==> config.mk <==
export PLATFORM = sky130hd
export DESIGN_NAME = int_req_array
export DESIGN_NICKNAME = d
export VERILOG_FILES = /design/src/rtl/int_req_pkg.sv /design/src/rtl/int_req_filter.sv /design/src/rtl/int_req_array.sv
export SDC_FILE = /design/constraint.sdc
export NUM_CORES = 1
export LEC_CHECK = 0
export BUFFER_PORTS_ARGS = -buffer_cell sky130_fd_sc_hd__clkbuf_2
export CAP_MARGIN = 20
export CORE_ASPECT_RATIO = 0.6
export CORE_MARGIN = 3
export CORE_UTILIZATION = 58
export CTS_CLUSTER_DIAMETER = 50
export DETAILED_ROUTE_END_ITERATION = 12
export PLACE_DENSITY = 0.84
export SYNTH_ARGS = -nofsm -noshare
export SYNTH_HDL_FRONTEND = slang
export SYNTH_SLANG_ARGS = --single-unit
==> constraint.sdc <==
create_clock -name clock -period 2.7 [get_ports clock]
set_clock_uncertainty 0.15 [all_clocks]
set_input_delay 0.135 -clock clock [delete_from_list [all_inputs] [get_ports clock]]
set_output_delay 0.135 -clock clock [all_outputs]
set_load 0.02 [all_outputs]
==> src/rtl/int_req_pkg.sv <==
// ============================================================================
// Module      : int_req_pkg
// Description : Shared constants and helpers for the interrupt request array.
// Revision    : 1.0 - initial release
// ============================================================================
`default_nettype none

package int_req_pkg;

    localparam logic TRIG_LEVEL = 1'b1;
    localparam logic TRIG_EDGE  = 1'b0;

    localparam int DEF_NUM_IRQ       = 8;
    localparam int DEF_SYNC_STAGES   = 2;
    localparam int DEF_FILTER_CYCLES = 2;

    function automatic int clog2(input int value);
        int result;
        int v;
        result = 0;
        v      = value - 1;
        while (v > 0) begin
            result = result + 1;
            v      = v >> 1;
        end
        return result;
    endfunction

endpackage

`default_nettype wire

==> src/rtl/int_req_filter.sv <==
// ============================================================================
// Module      : int_req_filter
// Description : Single-channel pin synchroniser and glitch filter.
// Revision    : 1.0 - initial release
// ============================================================================
`default_nettype none

module int_req_filter
    import int_req_pkg::*;
#(
    parameter int SYNC_STAGES   = DEF_SYNC_STAGES,
    parameter int FILTER_CYCLES = DEF_FILTER_CYCLES
) (
    input  logic clock,
    input  logic reset,
    input  logic init_clear,
    input  logic pin_i,
    output logic filtered_level_o,
    output logic low_set_o
);

    logic sync_out;

    generate
        if (SYNC_STAGES == 0) begin : g_sync_bypass
            assign sync_out = pin_i;
        end else begin : g_sync
            logic [SYNC_STAGES-1:0] sync_q;

            // Resetting to 1 means a pin held high through reset looks idle, not a rising edge.
            always_ff @(negedge clock or posedge reset) begin
                if (reset) begin
                    sync_q <= '1;
                end else if (init_clear) begin
                    sync_q <= '1;
                end else begin
                    sync_q <= (sync_q << 1) | SYNC_STAGES'(pin_i);
                end
            end

            assign sync_out = sync_q[SYNC_STAGES-1];
        end
    endgenerate

    generate
        if (FILTER_CYCLES == 0) begin : g_filt_bypass
            assign filtered_level_o = sync_out;
        end else begin : g_filt
            localparam int CNT_W = (clog2(FILTER_CYCLES + 1) < 1) ? 1 : clog2(FILTER_CYCLES + 1);

            logic [CNT_W-1:0] cnt_q;
            logic [CNT_W-1:0] cnt_d;
            logic             filt_q;
            logic             filt_d;

            always_comb begin
                cnt_d  = '0;
                filt_d = filt_q;
                if (sync_out != filt_q) begin
                    if (cnt_q == CNT_W'(FILTER_CYCLES - 1)) begin
                        filt_d = sync_out;
                    end else begin
                        cnt_d = cnt_q + 1'b1;
                    end
                end
            end

            always_ff @(negedge clock or posedge reset) begin
                if (reset) begin
                    cnt_q  <= '0;
                    filt_q <= 1'b1;
                end else if (init_clear) begin
                    cnt_q  <= '0;
                    filt_q <= 1'b1;
                end else begin
                    cnt_q  <= cnt_d;
                    filt_q <= filt_d;
                end
            end

            assign filtered_level_o = filt_q;
        end
    endgenerate

    assign low_set_o = ~filtered_level_o;

endmodule

`default_nettype wire

==> src/rtl/int_req_array.sv <==
// ============================================================================
// Module      : int_req_array
// Description : Parametrised interrupt request register with per-channel mode.
// Revision    : 1.0 - initial release
// ============================================================================
`default_nettype none

module int_req_array
    import int_req_pkg::*;
#(
    parameter int NUM_IRQ       = DEF_NUM_IRQ,
    parameter int SYNC_STAGES   = DEF_SYNC_STAGES,
    parameter int FILTER_CYCLES = DEF_FILTER_CYCLES
) (
    input  logic               clock,
    input  logic               reset,
    input  logic               init_clear,
    input  logic [NUM_IRQ-1:0] trigger_mode,
    input  logic               freeze,
    input  logic [NUM_IRQ-1:0] clear_interrupt_request,
    input  logic [NUM_IRQ-1:0] set_interrupt_request,
    input  logic [NUM_IRQ-1:0] interrupt_request_pin,
    output logic [NUM_IRQ-1:0] interrupt_request_register,
    output logic [NUM_IRQ-1:0] edge_overrun,
    output logic [NUM_IRQ-1:0] filtered_level
);

    logic [NUM_IRQ-1:0] filt;
    logic [NUM_IRQ-1:0] low_set;
    logic [NUM_IRQ-1:0] edge_evt;
    logic [NUM_IRQ-1:0] latch_q;
    logic [NUM_IRQ-1:0] latch_d;
    logic [NUM_IRQ-1:0] irr_q;
    logic [NUM_IRQ-1:0] irr_d;
    logic [NUM_IRQ-1:0] ovr_q;
    logic [NUM_IRQ-1:0] ovr_d;

    generate
        for (genvar i = 0; i < NUM_IRQ; i++) begin : g_chan
            int_req_filter #(
                .SYNC_STAGES   (SYNC_STAGES),
                .FILTER_CYCLES (FILTER_CYCLES)
            ) u_filter (
                .clock            (clock),
                .reset            (reset),
                .init_clear       (init_clear),
                .pin_i            (interrupt_request_pin[i]),
                .filtered_level_o (filt[i]),
                .low_set_o        (low_set[i])
            );
        end
    endgenerate

    assign edge_evt = latch_q & filt;

    always_comb begin
        latch_d = latch_q;
        irr_d   = irr_q;
        ovr_d   = ovr_q;
        for (int i = 0; i < NUM_IRQ; i++) begin
            // The latch stays armed during freeze so the edge is taken once freeze drops.
            if (clear_interrupt_request[i]) begin
                latch_d[i] = 1'b0;
            end else if (low_set[i]) begin
                latch_d[i] = 1'b1;
            end else if (edge_evt[i] && !freeze) begin
                latch_d[i] = 1'b0;
            end

            if (clear_interrupt_request[i]) begin
                irr_d[i] = 1'b0;
            end else if (set_interrupt_request[i]) begin
                irr_d[i] = 1'b1;
            end else if (freeze) begin
                irr_d[i] = irr_q[i];
            end else if (trigger_mode[i] == TRIG_LEVEL) begin
                irr_d[i] = filt[i];
            end else begin
                irr_d[i] = irr_q[i] | edge_evt[i];
            end

            if (clear_interrupt_request[i]) begin
                ovr_d[i] = 1'b0;
            end else if ((trigger_mode[i] == TRIG_EDGE) && edge_evt[i] && !freeze && irr_q[i]) begin
                ovr_d[i] = 1'b1;
            end
        end
    end

    always_ff @(negedge clock or posedge reset) begin
        if (reset) begin
            latch_q <= '0;
            irr_q   <= '0;
            ovr_q   <= '0;
        end else if (init_clear) begin
            latch_q <= '0;
            irr_q   <= '0;
            ovr_q   <= '0;
        end else begin
            latch_q <= latch_d;
            irr_q   <= irr_d;
            ovr_q   <= ovr_d;
        end
    end

    assign interrupt_request_register = irr_q;
    assign edge_overrun               = ovr_q;
    assign filtered_level             = filt;

endmodule

`default_nettype wire

==> Yosys cells after proc, flatten, opt, wreduce, memory -nomap -nowiden <==
Cells that the tools add are included.
Widths: inputs -> output; s select.
{ "totals": {"in_bits": 36, "elab_cells": 309, "output_inout_bits": 24, "regBits": 64} }
{ "op_classes": {"n_eq_ne": 32, "n_bitwise": 25, "mux": 131, "n_reduce_logical": 65, "n_addsub": 8} }
{ "ops": {"columns": ["cell", "n"], "rows": [
  ["$mux 1", 96],
  ["$mux 2", 32],
  ["$logic_and 1x1->1", 32],
  ["$ne 4x2->1 const B", 8],
  ["$ne 4x4->1 const B", 8],
  ["$reduce_bool 2->1", 16],
  ["$mux 8", 3],
  ["$reduce_bool 3->1", 8],
  ["$add 2x1->2 const B", 8],
  ["$eq 2x1->1 const B", 8],
  ["$or 2x1->2", 8],
  ["$reduce_and 2->1", 8],
  ["$and 8x8->8", 1],
  ["$ne 1x1->1", 8],
  ["$not 1->1", 8],
  ["$or 1x1->1", 8],
  ["$logic_not 1->1", 1]
]} }

==> Depth between registers and ports, before layout <==
Gate-level depths: netlist (run 1).
{ "logic_depth": {"word_depth": 7, "depth_mapped": 4, "mapped_depth_nobuf": 3} }

==> Cells and area by module <==
From an unflattened synthesis (run 1), not the netlist that was laid out.
{ "hier_totals": {"cells_unflattened": 246, "area_unflattened_um2": 2817.7} }
{ "modules_own_cells": {"columns": ["module", "cells_each", "area_each_um2", "n_inst"], "rows": [
  ["int_req_filter", 17, 205.2, 8],
  ["int_req_array", 110, 1176.1, 1]
]} }

==> results.json, run 1 <==
{
  "yosysTopAreaCell": "dfrtn_1",
  "postRouteAntennaNets": 0,
  "synthTopCellsByArea": "dfrtn_1 36%, dfstp_2 23%, a311oi_2 3.8%",
  "grt_pass1_wl_microns": 9430,
  "cts-root-buf": "clkbuf_8",
  "crit_buf_inv": 1,
  "postCtsHoldBufs": 0,
  "ys.flop_type": "dfrtn_1",
  "remaining_drc_errors": 0,
  "p_leak_nw": 1.74,
  "status": "finished with violations",
  "rsz0062_at_grt": "yes",
  "final_cell_mix": "51 x clkbuf_2, 40 x dfrtn_1, 38 x inv_1, 24 x dfstp_2",
  "ys_seq_elements": 64,
  "r2r-end": "g_chan[2].u_filter.g_filt.cnt_q[1]",
  "die_h_microns": 59.6,
  "postSynthAreaPerCell_sq_um": 12.2,
  "slew_headroom": 0.777,
  "grt_pass1_vias": 2028,
  "crit_chain": "buf_8",
  "ir_drop_mv": 0.439,
  "multi_input_area_sq_um": 950,
  "first_iter_violations": 78,
  "die_area_sq_mm": 0.00569,
  "initial_utilization": 0.640,
  "r2r_start": "g_chan[2].u_filter.filtered_level_o",
  "setup_violations": 1,
  "synth-seq-area-share": 0.587,
  "row_count": 18,
  "grt_overflow_total": 0,
  "cts_buffers": 9,
  "clkTransAtPathRegs_ns": 0.05,
  "hp-class": "register to register",
  "max_stage_delay_ns": 0.56,
  "syn-num-nets": 264,
  "tns_ns": -0.00162,
  "cp-end-kind": "output pin",
  "cts_tree": "built",
  "async_flop_share": 1.00,
  "min_to": "g_chan[1].u_filter.g_filt.cnt_q[1]",
  "critPathKind": "register to output pin",
  "violations": "negative setup slack",
  "portBuffers": 59,
  "routedWlPerCell_microns": 15.2,
  "die_w_microns": 95.4,
  "antenna_found_initial": 0,
  "clock_sinks": 64,
  "hold_violations": 0,
  "place_congestion": 0.801,
  "r2r_cells": 5,
  "grt_usage": 0.231,
  "vias_per_cell": 5.26,
  "crit_start": "g_chan[6].u_filter.filtered_level_o",
  "layout_setup_ws_ns": -0.00162,
  "synth_cell_types": 34,
  "grt_max_degree": 35,
  "yosysWarnings": 0,
  "layout-drive-gt1-share": 0.475,
  "critPathLaunchType": "register",
  "r2r_slack_ns": 1.17,
  "finalInstanceArea_sq_mm": 0.00359,
  "cp_max_fo": 2,
  "clk_latency_ns": 0.40,
  "powerDensity_mw_per_mm2": 677,
  "hpwl_microns": 3930,
  "path_delay_family": "flip-flops",
  "n_antenna_cell": 0,
  "critPathArrivalTime_ns": 2.42,
  "worstPathRequired_ns": 2.41,
  "coreArea_sq_mm": 0.00435,
  "final_nets": 357,
  "crit_slowest_cell": "dfstp_2",
  "synth_top_area_frac": 0.360,
  "holdCritStartpoint": "g_chan[1].u_filter.g_filt.cnt_q[1]",
  "io_pins": 60,
  "post-route-util": 0.826,
  "drv_cap": 0,
  "drv_slew": 0,
  "netlist_instances": 228,
  "holdPathStages": 1,
  "vias": 2031,
  "htreeDepth": 3,
  "clockBufferDepth": 2,
  "syn_to_final_growth_pct": 29.1,
  "placedInstanceArea_sq_mm": 0.00310,
  "regArea_sq_mm": 0.00163,
  "drtPass1Iterations": 4,
  "wl_microns": 5870,
  "syn-cell-area_sq_mm": 0.00278,
  "tightest_slew_ns": 0.334,
  "synth_edf_count": 0,
  "final_common_cell": "clkbuf_2",
  "fillers": 223
}
## cell type report
cell class,instances,share of cell area
sequential,64,0.454
multi-input combinational,131,0.264
timing repair buffer,75,0.148
clock inverter,29,0.0491
clock buffer,11,0.0453
tap,60,0.0209
inverter,16,0.0178
## metrics by stage
| step | instances | total power [mW] | setup slack [ns] | hold WS [ns] |
|---|---|---|---|---|
| after global placement | 337 | 1.33 | 0.179 | 0.281 |
| final | 386 | 2.43 | -0.00162 | 0.290 |
| after CTS | 384 | 2.44 | -0.0205 | 0.292 |
| after detailed placement | 337 | 1.34 | 0.134 | 0.288 |
| after floorplan | 228 | 1.26 | 0.378 | 0.265 |
| after global routing | 386 | 2.56 | -0.0460 | 0.308 |
## flip-flops by register name, summed over array words and instances, names as in the netlist
name	flops
g_chan.u_filter.g_filt.cnt_q	16
g_chan.u_filter.g_sync.sync_q	16
edge_overrun	8
g_chan.u_filter.filtered_level_o	8
interrupt_request_register	8
latch_q	8
## what timing repair did
action                     in CTS  in global routing
setup buffers                   8                  2
setup endpoints to repair       8                  8
gates resized for setup        15                  8
## cells by family (layout without fill, tap and decap cells)
logic type             Yosys count  in the layout  share of synthesized area
AND/OR/NAND/NOR                 76             76                      0.163
flip-flops                      64             64                      0.587
AO/OA/AOI/OAI                   47             47                      0.153
buffers and inverters           33            131                     0.0720
XOR/XNOR                         8              8                     0.0252
## worst max path at each step
stage                     cells after the start                            end
after floorplan                               1              filtered_level[0]
after global placement                        4  interrupt_request_register[6]
after detailed placement                      4  interrupt_request_register[6]
after CTS                                     1              filtered_level[2]
after global routing                          1              filtered_level[6]
final                                         1              filtered_level[6]
## layer usage
layer / wire [microns] / GRT usage / vias up
li1: - / - / 965
met1: 2440 / 0.273 / 1000
met2: 2980 / 0.375 / 58
met3: 346 / 0.0990 / 8
met4: 99 / 0.0992 / 0
met5: 0 / 0 / -
## power by group
group          switching, mW  internal [mW]  leakage (nW)
Clock                  0.475          0.654         0.253
Combinational          0.136          0.121         0.683
Sequential            0.0285           1.02         0.803
Total                  0.640           1.79          1.74
## synth_stat cells, types with 2 or more instances
| cell | number |
|---|---|
| and2_1 | 8 |
| a211oi_1 | 6 |
| o211ai_1 | 6 |
| dfrtn_1 | 40 |
| or2_2 | 16 |
| a211o_1 | 8 |
| a41oi_1 | 6 |
| nor2_1 | 7 |
| nor3_1 | 10 |
| buf_6 | 6 |
| nand2_1 | 9 |
| buf_4 | 8 |
| dfstp_2 | 24 |
| o21ai_1 | 2 |
| inv_1 | 16 |
| xnor2_1 | 8 |
| nor2b_1 | 16 |
| nor3_2 | 6 |
| o21ai_2 | 5 |
| a311oi_2 | 7 |
No activity file was read; power rests on OpenSTA's default activity.
==> run 2, diff against run 1 <==
clock period = 3.15 ns   (was 2.7 ns; I/O delays follow)
==> results.json, run 2 (synthesis results as in run 1) <==
{
  "status": "finished, final reports clean",
  "syn_to_final_growth_pct": 20.3,
  "die_area_sq_mm": 0.00569,
  "portBuffers": 59,
  "die_h_microns": 59.6,
  "n_antenna_cell": 0,
  "regArea_sq_mm": 0.00163,
  "vias": 1948,
  "holdPathStages": 1,
  "rsz0062_at_grt": "no",
  "ir_drop_mv": 0.417,
  "fin_hold_ws_ns": 0.285,
  "final_nets": 345,
  "place_congestion": 0.741,
  "crit_buf_inv": 1,
  "clkTransAtPathRegs_ns": 0.05,
  "postCtsHoldBufs": 0,
  "seq_power_share": 0.487,
  "cts-root-buf": "clkbuf_8",
  "clockBufferDepth": 2,
  "powerDensity_mw_per_mm2": 554,
  "wl_met1_microns": 2370,
  "vias_per_cell": 5.21,
  "critPathKind": "register to output pin",
  "final_cell_mix": "59 x clkbuf_2, 40 x dfrtn_1, 38 x inv_1, 24 x dfstp_2",
  "netSwitchingFraction": 0.274,
  "clock_sinks": 64,
  "path_delay_family": "flip-flops",
  "cp.depth": 1,
  "row_count": 18,
  "p_leak_nw": 1.62,
  "hold_violations": 0,
  "final_common_cell": "clkbuf_2",
  "r2r_cells": 3,
  "comb_power_share": 0.096,
  "drtPass1Iterations": 4,
  "drv_slew": 0,
  "drv_cap": 0,
  "grt_pass1_vias": 1894,
  "htreeDepth": 3,
  "coreArea_sq_mm": 0.00435,
  "antenna_found_initial": 0,
  "finalInstanceArea_sq_mm": 0.00335,
  "setup_violations": 0,
  "io_pins": 60,
  "multi_input_area_sq_um": 950,
  "intPower_mw": 1.35,
  "tns_ns": 0,
  "routed-wl-met3_microns": 291,
  "p_sw_uw": 507,
  "cts_tree": "built",
  "crit_slowest_cell": "dfstp_2",
  "fillers": 291,
  "clk_latency_ns": 0.38,
  "critPathLaunchType": "register",
  "ctsResizeCount": 0,
  "critPathArrivalTime_ns": 2.73,
  "max_stage_delay_ns": 0.59,
  "initial_utilization": 0.640,
  "die_w_microns": 95.4,
  "grt_overflow_total": 0,
  "topRoutingLayerUsed": "met4",
  "wl_microns": 5160,
  "postRouteAntennaNets": 0,
  "first_iter_violations": 137,
  "remaining_drc_errors": 0,
  "crit_chain": "clkbuf_2",
  "cts_setup_buffers": 0,
  "hpwl_microns": 3750,
  "cts_buffers": 9,
  "cp_max_fo": 6,
  "layout-drive-gt1-share": 0.455,
  "wl_met2_microns": 2450,
  "worstPathRequired_ns": 2.84,
  "grt_usage": 0.212,
  "grt_max_degree": 55,
  "hp-class": "register to register",
  "cp-end-kind": "output pin",
  "tightest_slew_ns": 0.341,
  "routedWlPerCell_microns": 13.8,
  "largestRegisters": "g_chan.u_filter.g_filt.cnt_q: 16 flops, g_chan.u_filter.g_sync.sync_q: 16 flops",
  "clockPowerShare": 0.418,
  "slew_headroom": 0.772,
  "placedInstanceArea_sq_mm": 0.00307,
  "grt_pass1_wl_microns": 8960
}
## run 2: final cells by class
cell class,count,share of cell area
inverter,16,0.0191
tap,60,0.0224
multi-input combinational,131,0.284
clock buffer,9,0.0370
clock inverter,31,0.0453
sequential,64,0.488
timing repair buffer,63,0.105
## run 2: per-layer routing
| metal | vias up | track usage |
|---|---|---|
| met3 | 6 | 0.0901 |
| met4 | 0 | 0.0607 |
| li1 | 946 | - |
| met5 | - | 0 |
| met2 | 40 | 0.314 |
| met1 | 956 | 0.289 |
## run 2: metrics by stage
stage          setup WS [ns]  utilization  power [mW]  instances
6_report               0.112        0.770        1.85        374
5_1_grt               0.0497        0.770        1.97        374
4_1_cts               0.0967        0.770        1.88        374
3_5_place_dp           0.277        0.707        1.14        335
3_3_place_gp           0.311        0.707        1.13        335
2_1_floorplan          0.580            -        1.08        228
## run 2: path summary, 6_finish.rpt
kind                                                       endpoint                                 from  slack (ns)
worst max-delay path                              filtered_level[0]  g_chan[0].u_filter.filtered_level_o        0.11
worst min-delay path             g_chan[1].u_filter.g_filt.cnt_q[1]   g_chan[1].u_filter.g_filt.cnt_q[1]        0.29
worst max register to register   g_chan[5].u_filter.g_filt.cnt_q[1]  g_chan[5].u_filter.filtered_level_o        1.81
worst min register to register   g_chan[1].u_filter.g_filt.cnt_q[1]   g_chan[1].u_filter.g_filt.cnt_q[1]        0.29
max in group asynchronous       g_chan[1].u_filter.filtered_level_o                                reset        1.13
min in group asynchronous        g_chan[4].u_filter.g_filt.cnt_q[0]                                reset        1.10
## run 2: power by group through the flow
stage               Combinational [mW]  Clock, mW  Sequential (mW)
global route                     0.199      0.865            0.906
detailed placement               0.179     0.0485            0.913
global placement                 0.174     0.0485            0.911
finish                           0.177      0.774            0.901
CTS                              0.180      0.795            0.901
floorplan                        0.124     0.0485            0.911
